`src/rtl/video_timing_gen.sv`:
```
// Pixel-clock raster timing generator: counters, aligned sync/de flags and a
// per-line prefetch handshake toward the line-buffer logic.
module video_timing_gen #(
  parameter int H_ACTIVE = 1280,
  parameter int H_FP     = 110,
  parameter int H_SYNC   = 40,
  parameter int H_BP     = 220,
  parameter int V_ACTIVE = 720,
  parameter int V_FP     = 5,
  parameter int V_SYNC   = 5,
  parameter int V_BP     = 20,
  parameter bit HS_POL   = 1'b1,
  parameter bit VS_POL   = 1'b1,
  parameter int PREFETCH = 64
) (
  input  logic        clk,
  input  logic        n_reset,
  input  logic        enable,
  output logic [10:0] h_cnt,
  output logic [9:0]  v_cnt,
  output logic        hs,
  output logic        vs,
  output logic        de,
  output logic        frame_start,
  output logic        line_req,
  output logic [9:0]  line_req_y,
  input  logic        line_ack,
  output logic        underrun
);

  localparam int H_TOTAL = H_ACTIVE + H_FP + H_SYNC + H_BP;
  localparam int V_TOTAL = V_ACTIVE + V_FP + V_SYNC + V_BP;

  localparam logic [10:0] H_LAST       = 11'(H_TOTAL - 1);
  localparam logic [10:0] H_ACT        = 11'(H_ACTIVE);
  localparam logic [10:0] H_SYNC_START = 11'(H_ACTIVE + H_FP);
  localparam logic [10:0] H_SYNC_END   = 11'(H_ACTIVE + H_FP + H_SYNC);
  localparam logic [10:0] H_REQ_POINT  = 11'(H_TOTAL - PREFETCH);
  localparam logic [9:0]  V_LAST       = 10'(V_TOTAL - 1);
  localparam logic [9:0]  V_ACT        = 10'(V_ACTIVE);
  localparam logic [9:0]  V_SYNC_START = 10'(V_ACTIVE + V_FP);
  localparam logic [9:0]  V_SYNC_END   = 10'(V_ACTIVE + V_FP + V_SYNC);

  typedef enum logic {
    REQ_IDLE,
    REQ_PEND
  } req_state_t;

  logic [10:0] h_next;
  logic [9:0]  v_next;
  logic [9:0]  next_line;
  logic        req_hit;
  logic        late;
  req_state_t  req_state;
  req_state_t  req_next;

  // Counter values one pixel ahead; flags are decoded from these so they are
  // registered in the same edge as the counters and never skew against them.
  // NOTE: every signal assigned in always_comb gets a default first, otherwise
  // some path leaves it unassigned and a latch is inferred.
  always_comb begin
    h_next = h_cnt + 11'd1;
    v_next = v_cnt;
    if (h_cnt == H_LAST) begin
      h_next = '0;
      v_next = (v_cnt == V_LAST) ? '0 : v_cnt + 10'd1;
    end
  end

  always_comb begin
    next_line = (v_next == V_LAST) ? '0 : v_next + 10'd1;
    req_hit   = enable && (h_next == H_REQ_POINT) && (next_line < V_ACT);
    // Request still outstanding when its own line has begun.
    late      = (req_state == REQ_PEND) && (h_cnt == '0) && (v_cnt == line_req_y);
  end

  // NOTE: sequential state uses non-blocking assignments so every register
  // samples pre-edge values, independent of statement order.
  always_ff @(posedge clk or negedge n_reset) begin
    if (!n_reset) begin
      h_cnt       <= H_LAST;
      v_cnt       <= V_LAST;
      hs          <= ~HS_POL;
      vs          <= ~VS_POL;
      de          <= 1'b0;
      frame_start <= 1'b0;
    end else if (enable) begin
      h_cnt       <= h_next;
      v_cnt       <= v_next;
      hs          <= ((h_next >= H_SYNC_START) && (h_next < H_SYNC_END)) ? HS_POL : ~HS_POL;
      vs          <= ((v_next >= V_SYNC_START) && (v_next < V_SYNC_END)) ? VS_POL : ~VS_POL;
      de          <= (h_next < H_ACT) && (v_next < V_ACT);
      frame_start <= (h_next == '0) && (v_next == '0);
    end else begin
      frame_start <= 1'b0;
    end
  end

  always_ff @(posedge clk or negedge n_reset) begin
    if (!n_reset) begin
      req_state <= REQ_IDLE;
    end else begin
      req_state <= req_next;
    end
  end

  // An underrun abandons the request and takes priority over a same-cycle ack.
  always_comb begin
    req_next = req_state;
    unique case (req_state)
      REQ_IDLE: if (req_hit) req_next = REQ_PEND;
      REQ_PEND: begin
        if (late) begin
          req_next = REQ_IDLE;
        end else if (line_ack) begin
          req_next = REQ_IDLE;
        end
      end
      default: req_next = REQ_IDLE;
    endcase
  end

  always_comb begin
    line_req = (req_state == REQ_PEND);
  end

  // The PEND state is what arms the underrun check, so no separate flag is
  // needed and line 0 of the first frame after reset is exempt.
  always_ff @(posedge clk or negedge n_reset) begin
    if (!n_reset) begin
      line_req_y <= '0;
      underrun   <= 1'b0;
    end else begin
      if ((req_state == REQ_IDLE) && req_hit) begin
        line_req_y <= next_line;
      end
      if (late) begin
        underrun <= 1'b1;
      end
    end
  end

endmodule

```
`config.mk`:
```
export PLATFORM = sky130hd
export DESIGN_NAME = video_timing_gen
export DESIGN_NICKNAME = d
export VERILOG_FILES = /design/src/rtl/video_timing_gen.sv
export SDC_FILE = /design/constraint.sdc
export NUM_CORES = 1
export LEC_CHECK = 0
export BUFFER_PORTS_ARGS = -buffer_cell sky130_fd_sc_hd__buf_2
export CORE_MARGIN = 1.5
export CORE_UTILIZATION = 29
export CTS_BUF_LIST = sky130_fd_sc_hd__clkbuf_8
export CTS_CLUSTER_DIAMETER = 200
export CTS_CLUSTER_SIZE = 40
export DETAILED_ROUTE_END_ITERATION = 8
export GPL_TIMING_DRIVEN = 0
export PLACE_DENSITY = 0.55
export SETUP_SLACK_MARGIN = 0.02
export SLEW_MARGIN = 25
export SYNTH_ARGS = -nofsm -noshare
export SYNTH_HDL_FRONTEND = slang
export SYNTH_SLANG_ARGS = --single-unit
```
`constraint.sdc`:
```
create_clock -name clk -period 3.7 [get_ports clk]
set_input_delay 0.74 -clock clk [delete_from_list [all_inputs] [get_ports clk]]
set_output_delay 0.74 -clock clk [all_outputs]
set_load 0.05 [all_outputs]
```
==> flow_metrics.py, run 1 <==
metrics = {
    "status": {
        "outcome": "finished, final reports clean",
    },
    "final_layout": {
        "area_growth_pct": 20.3,
        "fin_util_pct": 36.1,
        "reg_top3": "h_cnt: 11 flops, line_req_y: 10 flops, v_cnt: 10 flops",
        "fillers": 988,
        "layout.nets": 388,
        "largest_reg_flops": 11,
        "layout-drive-gt1-share_pct": 24.3,
        "largest-register": "h_cnt",
        "fin_cells": 507,
        "n_antenna_cell": 0,
    },
    "cts": {
        "htree_levels": 2,
        "cts_buffer_depth": 2,
        "cts_buffers": 5,
        "ctsHoldBuffers": 0,
        "cts_root_buf": "clkbuf_8",
        "clk_latency_ns": 0.30,
        "tritoncts": "built",
        "cts_num_sinks": 37,
        "cts.clk_slew.worst_paths_ns": 0.09,
    },
    "detailed_routing": {
        "vias": 2660,
        "drc": 0,
        "antenna_left": 0,
        "first_pass_iters": 4,
        "wl_mm": 8.14,
        "drt_iter0_drc": 164,
        "wire_per_inst_microns": 16.1,
        "viasPerCell": 5.25,
    },
    "setup_path": {
        "r2r_cells": 12,
        "start_kind": "flop",
        "worstSetupEndpointType": "flop",
        "cp.arrival_ns": 3.77,
        "worstSetupPathType": "flop to flop",
        "worstPathMaxFanout": 10,
        "required_ns": 3.91,
    },
    "synth": {
        "ys_async_sr_fraction_pct": 100,
        "ys.flop_type": "dfrtp_1",
        "seq_area_frac_synth_pct": 33.9,
        "syn_area_sq_um": 2780,
        "synth_warnings": 0,
        "ys_ff_latch": 37,
        "ys_types": 62,
        "syn_inst": 326,
        "syn-num-nets": 337,
        "synth_edf_count": 0,
        "synth_area_per_cell_sq_um": 8.54,
    },
    "global_routing": {
        "grt_usage_pct": 16.7,
        "grt_pass1_vias": 2481,
        "antenna_found_initial": 0,
        "grt_max_degree": 38,
        "grt_overflow": 0,
        "grt_pass1_wl_mm": 13.3,
    },
    "die": {
        "die_w_microns": 101,
        "initial_core_util_pct": 30.0,
        "ios": 41,
        "die_area_sq_um": 10200,
        "rows": 35,
        "die_y_microns": 101,
        "coreArea_sq_um": 9280,
    },
    "sta": {
        "tns_ns": 0,
        "skew_ns": 0.0118,
        "worst_pin_slew_ns": 0.819,
        "period_needed_ns": 3.56,
        "setup_violations": 0,
        "rsz0062_at_grt": "no",
        "fin_crit_sh_pct": 96.3,
        "drv_slew": 0,
        "hold_viol_final": 0,
        "fmaxAchievable_mhz": 281,
        "timing.hold.ws_ns": 0.478,
        "maxSlewHeadroom_pct": 45.4,
    },
    "run": {
        "drv_cap": 0,
    },
    "placed_design": {
        "post-dp-hpwl_mm": 6.11,
        "gp_congestion": 0.869,
        "port_buffers": 40,
        "placedCellCount": 495,
    },
    "pwr": {
        "p_per_area_nw_per_um2": 492,
        "power_leakage_nw": 1.38,
        "peakVddDrop_uv": 181,
    },
    "worst_hold_path": {
        "whs_path_depth": 1,
        "min_path_type": "flop to flop",
    },
}
layer usage:
layer / vias up / global-route usage, % / share of wire [%]
met5: - / 0 / 0
met4: 0 / 5.34 / 1.4
met3: 8 / 2.50 / 5.0
met2: 75 / 26.1 / 46
li1: 1303 / - / -
met1: 1274 / 23.7 / 47
cells in the final DEF (no fill, tap or decap), types with 2 or more instances in the layout:
| cell type | netlist | routed |
|---|---|---|
| nor2_1 | 18 | 18 |
| nor3_1 | 6 | 5 |
| buf_6 | 3 | 3 |
| o41a_1 | 2 | 2 |
| o21ai_0 | 22 | 20 |
| a21oi_1 | 19 | 18 |
| mux2i_1 | 2 | 2 |
| clkbuf_1 | 23 | 21 |
| a31o_2 | 3 | 3 |
| ha_1 | 7 | 7 |
| dfrtp_1 | 24 | 24 |
| nor3_4 | 0 | 2 |
| nand2b_1 | 3 | 3 |
| nand3_1 | 14 | 14 |
| o21ai_1 | 0 | 2 |
| nand3b_1 | 2 | 2 |
| buf_4 | 1 | 5 |
| buf_2 | 0 | 40 |
| o2bb2ai_1 | 8 | 8 |
| and4_1 | 4 | 4 |
| a31oi_1 | 8 | 8 |
| and2_1 | 3 | 3 |
| nand4_1 | 8 | 8 |
| xor2_1 | 11 | 11 |
| or4_1 | 2 | 2 |
| dfstp_2 | 13 | 13 |
| o31ai_1 | 3 | 3 |
| mux2_2 | 2 | 2 |
| nand2_1 | 39 | 39 |
| and3_1 | 4 | 4 |
| o21a_1 | 3 | 3 |
| nor4_1 | 9 | 6 |
| a41oi_1 | 2 | 2 |
| clkbuf_8 | 0 | 7 |
| a21o_1 | 2 | 2 |
| xnor2_1 | 16 | 16 |
| nor4_2 | 1 | 3 |
| or3_1 | 3 | 3 |
| inv_1 | 9 | 9 |
layout make-up:
cell class              instances  area [sq um]  share of cell area, %
clock inverters                 1          5.00                  0.149
plain buffers                  26           125                   3.74
multi-input cells             253          1730                   51.8
inverters                       9          33.8                   1.01
well taps                     129           161                   4.82
clock buffers                   7          96.3                   2.88
repair buffers                 45           250                   7.47
flip-flops and latches         37           942                   28.1
report_power, final:
part           total, mW  switching (mW)  internal [mW]
registers          0.516          0.0458          0.470
logic              0.808           0.554          0.254
clock network      0.324           0.156          0.169
total               1.65           0.755          0.893
path summary, 6_finish.rpt:
kind                       startpoint       endpoint  slack, ns
setup / recovery             h_cnt[3]  line_req_y[3]       0.14
hold / removal               underrun       underrun       0.48
setup reg to reg             h_cnt[3]  line_req_y[3]       0.14
hold reg to reg              underrun       underrun       0.48
max in group asynchronous     n_reset       v_cnt[4]       2.65
min in group asynchronous     n_reset       h_cnt[2]       0.53
synth_stat cells (all sizes together) (2+ instances only):
cell     number  area share (%)
a21o          3             1.1
a21oi        19             3.4
a31o          3            0.94
a31oi         8             1.8
a41oi         2            0.63
and2          3            0.67
and3          4            0.90
and4          4             1.3
buf           4             1.5
clkbuf       23             3.1
dfrtp        24              22
dfstp        13              12
ha            7             3.1
inv           9             1.2
mux2          2            0.81
mux2i         2            0.72
nand2        39             5.3
nand2b        3            0.67
nand3        14             2.5
nand3b        2            0.54
nand4         8             1.8
nor2         18             2.4
nor3          7             1.4
nor4         10             2.5
o21a          3            0.81
o21ai        22             4.0
o22ai         2            0.67
o2bb2ai       8             2.5
o31ai         4             1.6
o41a          2            0.81
or2           2            0.45
or3           4             1.1
or4           3            0.94
xnor2        17             6.0
xor2         11             3.5
logic make-up (layout without fill, tap and decap cells):
family | Yosys count | in the layout | synth area share [%]
AND/OR/NAND/NOR | 124 | 124 | 23.3
AO/OA/AOI/OAI | 90 | 90 | 22.8
flip-flops | 37 | 37 | 33.9
buffers and inverters | 36 | 88 | 5.80
XOR/XNOR | 28 | 28 | 9.49
adder cells (fa/ha/maj) | 7 | 7 | 3.15
multiplexers | 4 | 4 | 1.53
critical path: stages (launching register included):
cell and delay, ns:
dfrtp_1 0.38, buf_4 0.16, or4_4 0.52, buf_6 0.16, or3_4 0.38, buf_6 0.14, o41a_1 0.43, a21o_4 0.24
a311oi_2 0.33, o22ai_2 0.16, o31ai_4 0.27, buf_12 0.16, o2bb2ai_1 0.12
per-stage QoR:
| step | instance area, sq um | total power [mW] | worst slack, ns |
|---|---|---|---|
| global route | 3350 | 1.75 | 0.0240 |
| global placement | 3140 | 1.31 | -0.327 |
| CTS | 3310 | 1.65 | 0.0733 |
| finish | 3350 | 1.65 | 0.139 |
| floorplan | 2780 | 1.13 | 0.0958 |
| detailed placement | 3150 | 1.31 | -0.391 |
what timing repair did:
action,4_1_cts,5_1_grt
setup buffers,2,3
pin swaps,2,3
hold endpoints to repair,0,0
resized for setup,8,4
setup endpoints to repair,13,11
Note: power is estimated with default switching activity, not from simulation.
==> run 2: changes to the inputs <==
Settings changed: CORE_UTILIZATION 29 to 59, PLACE_DENSITY 0.55 to 0.91.
==> run 2 against run 1 <==
- highest routed layer unchanged
- critical endpoint is now line_req_y[2]
- combinational power is essentially flat
- hold slack better by 0.018 ns
- core utilization is 36 points higher
- wire length down 9.2%
- clock skew shrank 0.0030 ns
- setup slack better by 0.020 ns
==> flow_metrics.py, run 2 (synthesis gave the netlist of run 1 again) <==
metrics = {
    "status": {
        "outcome": "finished, final reports clean",
    },
    "final_layout": {
        "layout.nets": 386,
        "fin_util_pct": 72.4,
        "final_area_sq_um": 3220,
        "reg_top3": "h_cnt: 11 flops, line_req_y: 10 flops, v_cnt: 10 flops",
        "mostFrequentLayoutCells": "buf_2 (40), nand2_1 (38), dfrtp_1 (24)",
        "layout-drive-gt1-share_pct": 23.4,
        "final_common_cell": "buf_2",
        "fin_cells": 428,
        "n_antenna_cell": 0,
        "area_growth_pct": 15.6,
        "largest-register": "h_cnt",
        "largest_reg_flops": 11,
    },
    "cts": {
        "cts_buffers": 5,
        "htree_levels": 2,
        "ctsHoldBuffers": 0,
        "cts.clk_slew.worst_paths_ns": 0.07,
        "cts_num_sinks": 37,
        "cts_root_buf": "clkbuf_8",
        "clk_latency_ns": 0.30,
        "cts_buffer_depth": 2,
        "tritoncts": "built",
    },
    "run": {
        "drv_cap": 0,
    },
    "setup_path": {
        "start_kind": "flop",
        "worstSetupPathType": "flop to flop",
        "cp.arrival_ns": 3.70,
        "crit_path_cell_trace": "buf_6, or4_4, buf_6, or3_4, buf_6, o41a_1, o21bai_1, or2_1, o22ai_2, o31ai_4, buf_12, o2bb2ai_1",
        "cp_common_cell": "buf_6",
        "slowest_stage": "o41a_1",
        "critPathTopFamily": "compound AO/OA/AOI/OAI gates",
        "required_ns": 3.86,
        "max_stage_delay_ns": 0.54,
        "worstPathMaxFanout": 9,
        "worstSetupEndpointType": "flop",
        "cp.buffers_inverters": 4,
    },
    "sta": {
        "period_needed_ns": 3.54,
        "hold_viol_final": 0,
        "worst_pin_slew_ns": 0.834,
        "tns_ns": 0,
        "fmaxAchievable_mhz": 282,
        "setup_violations": 0,
        "fin_crit_sh_pct": 95.7,
        "drv_slew": 0,
        "skew_ns": 0.00886,
        "maxSlewHeadroom_pct": 44.0,
        "rsz0062_at_grt": "no",
    },
    "detailed_routing": {
        "drt_iter0_drc": 317,
        "antenna_left": 0,
        "wire_per_inst_microns": 17.3,
        "viasPerCell": 6.47,
        "first_pass_iters": 5,
        "vias": 2769,
        "drc": 0,
        "wl_mm": 7.39,
    },
    "die": {
        "rows": 24,
        "die_y_microns": 71.7,
        "ios": 41,
        "initial_core_util_pct": 62.6,
        "die_area_sq_um": 5140,
        "die_w_microns": 71.7,
        "coreArea_sq_um": 4440,
    },
    "pwr": {
        "p_per_area_nw_per_um2": 500,
        "total_power_mw": 1.61,
        "peakVddDrop_uv": 409,
        "power_leakage_nw": 1.37,
    },
    "placed_design": {
        "port_buffers": 40,
        "placedCellCount": 418,
        "gp_congestion": 0.924,
        "post-dp-hpwl_mm": 5.43,
        "dpl_cell_area_sq_um": 3050,
    },
    "global_routing": {
        "grt_max_degree": 38,
        "antenna_found_initial": 0,
        "grt_pass1_wl_mm": 12.0,
        "grt_usage_pct": 29.8,
        "grt_pass1_vias": 2456,
        "grt_overflow": 0,
    },
    "worst_hold_path": {
        "min_path_type": "flop to flop",
    },
}
==> run 2: cell types whose count changed in the layout (fill, tap and decap cells not counted), sizes merged <==
cell	previous run	this run
inv	9	11
buf	49	46
clkinv	1	0
==> run 2: cell type report <==
class                           count  area, sq um
Tap cell                           52         65.1
Fill cell                         362         1230
Clock buffer                        6         82.6
Sequential cell                    37          942
Buffer                             27          129
Multi-Input combinational cell    253         1730
Inverter                            9         33.8
Timing Repair Buffer               42          228
Clock inverter                      2         7.51
==> run 2: per-stage QoR <==
step | worst slack, ns | hold WS (ns)
finish | 0.158 | 0.496
global route | 0.0400 | 0.517
CTS | 0.0606 | 0.505
detailed placement | -0.241 | 0.485
global placement | -0.258 | 0.444
floorplan | 0.0958 | 0.444
==> run 2: repair_timing <==
item                       4_1_cts  5_1_grt
resized for setup                4        7
setup endpoints to repair       11       12
setup buffers                    0        2
pin swaps                        0        2
==> run 2: worst paths after layout <==
kind | from | endpoint | slack [ns] | cells after the start
worst max-delay path | h_cnt[2] | line_req_y[2] | 0.16 | 12
worst min-delay path | underrun | underrun | 0.50 | 1
worst max register to register | h_cnt[2] | line_req_y[2] | 0.16 | 12
worst min register to register | underrun | underrun | 0.50 | 1
max in group asynchronous | n_reset | line_req_y[3] | 2.67 | 1
min in group asynchronous | n_reset | h_cnt[8] | 0.52 | 1
==> run 2: metal layers <==
layer / vias to the layer above / wire [microns] / share of wire (%) / global-route usage (%)
met2: 155 / 3300 / 45 / 45.7
met1: 1305 / 3290 / 45 / 43.6
met5: - / 0 / 0 / 0
met4: 0 / 74 / 1.0 / 8.18
li1: 1299 / - / - / -
met3: 10 / 721 / 9.8 / 5.20
==> run 2: power breakdown <==
group | internal (mW) | leakage, nW | switching (mW)
sequential | 0.470 | 0.452 | 0.0394
clock | 0.146 | 0.0538 | 0.144
combinational | 0.254 | 0.860 | 0.553
total | 0.871 | 1.37 | 0.737
==> run 3: changes to the inputs <==
Settings changed: PLACE_DENSITY 0.91 to 0.86, RECOVER_POWER set to 25.
==> run 3 against run 2 <==
- the run now ends with max-capacitance violations, max-slew violations left
- cell count is 0.23% lower
- design area decreased by 0.19%
- setup slack got worse by 0.062 ns
- critical path type unchanged
- critical endpoint is now line_req_y[8]
==> flow_metrics.py, run 3 (synthesis gave the netlist of run 1 again) <==
metrics = {
    "detailed_routing": {
        "first_pass_iters": 7,
        "drt_iter0_drc": 418,
        "wire_per_inst_microns": 18.2,
        "wl_mm": 7.78,
        "antenna_left": 0,
        "vias": 2823,
        "drc": 0,
        "viasPerCell": 6.61,
    },
    "sta": {
        "period_needed_ns": 3.60,
        "skew_ns": 0.00672,
        "setup_violations": 0,
        "hold_viol_final": 0,
        "fmaxAchievable_mhz": 277,
        "drv_slew": 38,
        "fin_crit_sh_pct": 97.4,
        "setup_ws_ns": 0.0963,
        "maxSlewHeadroom_pct": -29.6,
        "worst_pin_slew_ns": 1.94,
    },
    "final_layout": {
        "layout-drive-gt1-share_pct": 23.2,
        "largest_reg_flops": 11,
        "largest-register": "h_cnt",
        "reg_top3": "h_cnt: 11 flops, line_req_y: 10 flops, v_cnt: 10 flops",
        "fin_cells": 427,
        "layout.nets": 385,
        "mostFrequentLayoutCells": "nand2_1 (39), buf_2 (39), dfrtp_1 (24)",
        "fillers": 363,
        "area_growth_pct": 15.3,
        "n_antenna_cell": 0,
    },
    "setup_path": {
        "cp.arrival_ns": 3.79,
        "worstSetupEndpointType": "flop",
        "cp_common_cell": "buf_6",
        "max_stage_delay_ns": 0.52,
        "r2r_cells": 12,
        "required_ns": 3.89,
        "worstPathMaxFanout": 10,
        "crit_path_cell_trace": "buf_4, or4_4, buf_6, or3_4, buf_6, o41a_1, o21bai_1, or2_1, o22ai_2, o31ai_4, buf_12, a32o_1",
        "start_kind": "flop",
        "slowest_stage": "o41a_1",
        "worstSetupPathType": "flop to flop",
    },
    "cts": {
        "clk_latency_ns": 0.29,
        "cts_buffers": 5,
        "htree_levels": 2,
        "ctsHoldBuffers": 0,
        "tritoncts": "built",
        "cts_num_sinks": 37,
        "cts.clk_slew.worst_paths_ns": 0.08,
        "cts_buffer_depth": 2,
        "cts_root_buf": "clkbuf_8",
    },
    "die": {
        "die_area_sq_um": 5140,
        "coreArea_sq_um": 4440,
        "rows": 24,
        "ios": 41,
        "die_w_microns": 71.7,
        "initial_core_util_pct": 62.6,
        "die_y_microns": 71.7,
    },
    "pwr": {
        "p_per_area_nw_per_um2": 504,
        "power_leakage_nw": 1.36,
        "peakVddDrop_uv": 298,
    },
    "global_routing": {
        "antenna_found_initial": 0,
        "grt_usage_pct": 30.3,
        "grt_pass1_vias": 2498,
        "grt_overflow": 0,
        "grt_max_degree": 38,
        "grt_pass1_wl_mm": 12.1,
    },
    "placed_design": {
        "gp_congestion": 0.998,
        "post-dp-hpwl_mm": 5.37,
        "dp_worst_setup_slack_ns": -0.133,
        "port_buffers": 40,
        "placedCellCount": 418,
    },
    "run": {
        "drv_cap": 1,
    },
    "worst_hold_path": {
        "whs_path_depth": 1,
        "min_path_type": "flop to flop",
    },
    "status": {
        "outcome": "complete, but fails checks",
        "violations": "max-capacitance violations, max-slew violations",
    },
}
[run 3: cell count changes in the layout (fill, tap and decap cells not counted), sizes merged]
cell    previous run  this run
clkbuf            29        28
buf               46        45
inv               11        10
clkinv             0         2
[run 3: cell type report]
type	count	area [sq um]	share of cell area (%)
buffer	26	125	3.90
clock buffer	5	68.8	2.14
clock inverter	3	13.8	0.429
inverter	9	33.8	1.05
multi-input combinational	253	1730	54.0
sequential	37	942	29.4
tap	52	65.1	2.03
timing repair buffer	42	226	7.06
[run 3: routing by layer]
layer	track usage [%]	wire, microns	vias up
met5	0	0	-
li1	-	-	1284
met3	5.49	700	39
met4	12.6	315	0
met1	44.1	3300	1325
met2	44.4	3470	175
[run 3: critical path, delay by kind of cell, from the launching register on]
family	cells	cell delay (ns)
compound gates	5	1.30
simple gates	3	1.18
buf+inv	4	0.64
flops	1	0.38
[run 3: path summary, 6_finish.rpt]
| check | start | end | slack (ns) |
|---|---|---|---|
| setup / recovery | h_cnt[3] | line_req_y[8] | 0.1 |
| hold / removal | underrun | underrun | 0.49 |
| setup reg to reg | h_cnt[3] | line_req_y[8] | 0.1 |
| hold reg to reg | underrun | underrun | 0.49 |
| max in group asynchronous | n_reset | line_req_y[6] | 1.61 |
| min in group asynchronous | n_reset | h_cnt[2] | 0.98 |
[run 3: repair_timing]
item                       4_1_cts  5_1_grt
setup buffers                    0        2
resized for setup                3        8
setup endpoints to repair       11       13
pin swaps                        1        2
[run 3: per-stage QoR]
| stage | util, % | hold WS, ns | instance area (sq um) | power [mW] | TNS [ns] |
|---|---|---|---|---|---|
| after floorplan | - | 0.444 | 2780 | 1.13 | 0 |
| after global placement | 68.6 | 0.445 | 3050 | 1.29 | -1.10 |
| after detailed placement | 68.7 | 0.475 | 3050 | 1.30 | -1.26 |
| after CTS | 70.8 | 0.495 | 3150 | 1.58 | 0 |
| after global routing | 72.2 | 0.507 | 3210 | 1.70 | -0.00254 |
| final | 72.2 | 0.489 | 3210 | 1.62 | 0 |
[run 3: where the power goes]
| group | leakage (nW) | total (mW) | internal, mW | switching [mW] |
|---|---|---|---|---|
| Combinational | 0.859 | 0.827 | 0.254 | 0.573 |
| Sequential | 0.452 | 0.514 | 0.470 | 0.0439 |
| Clock | 0.0491 | 0.277 | 0.128 | 0.149 |
| Total | 1.36 | 1.62 | 0.852 | 0.766 |
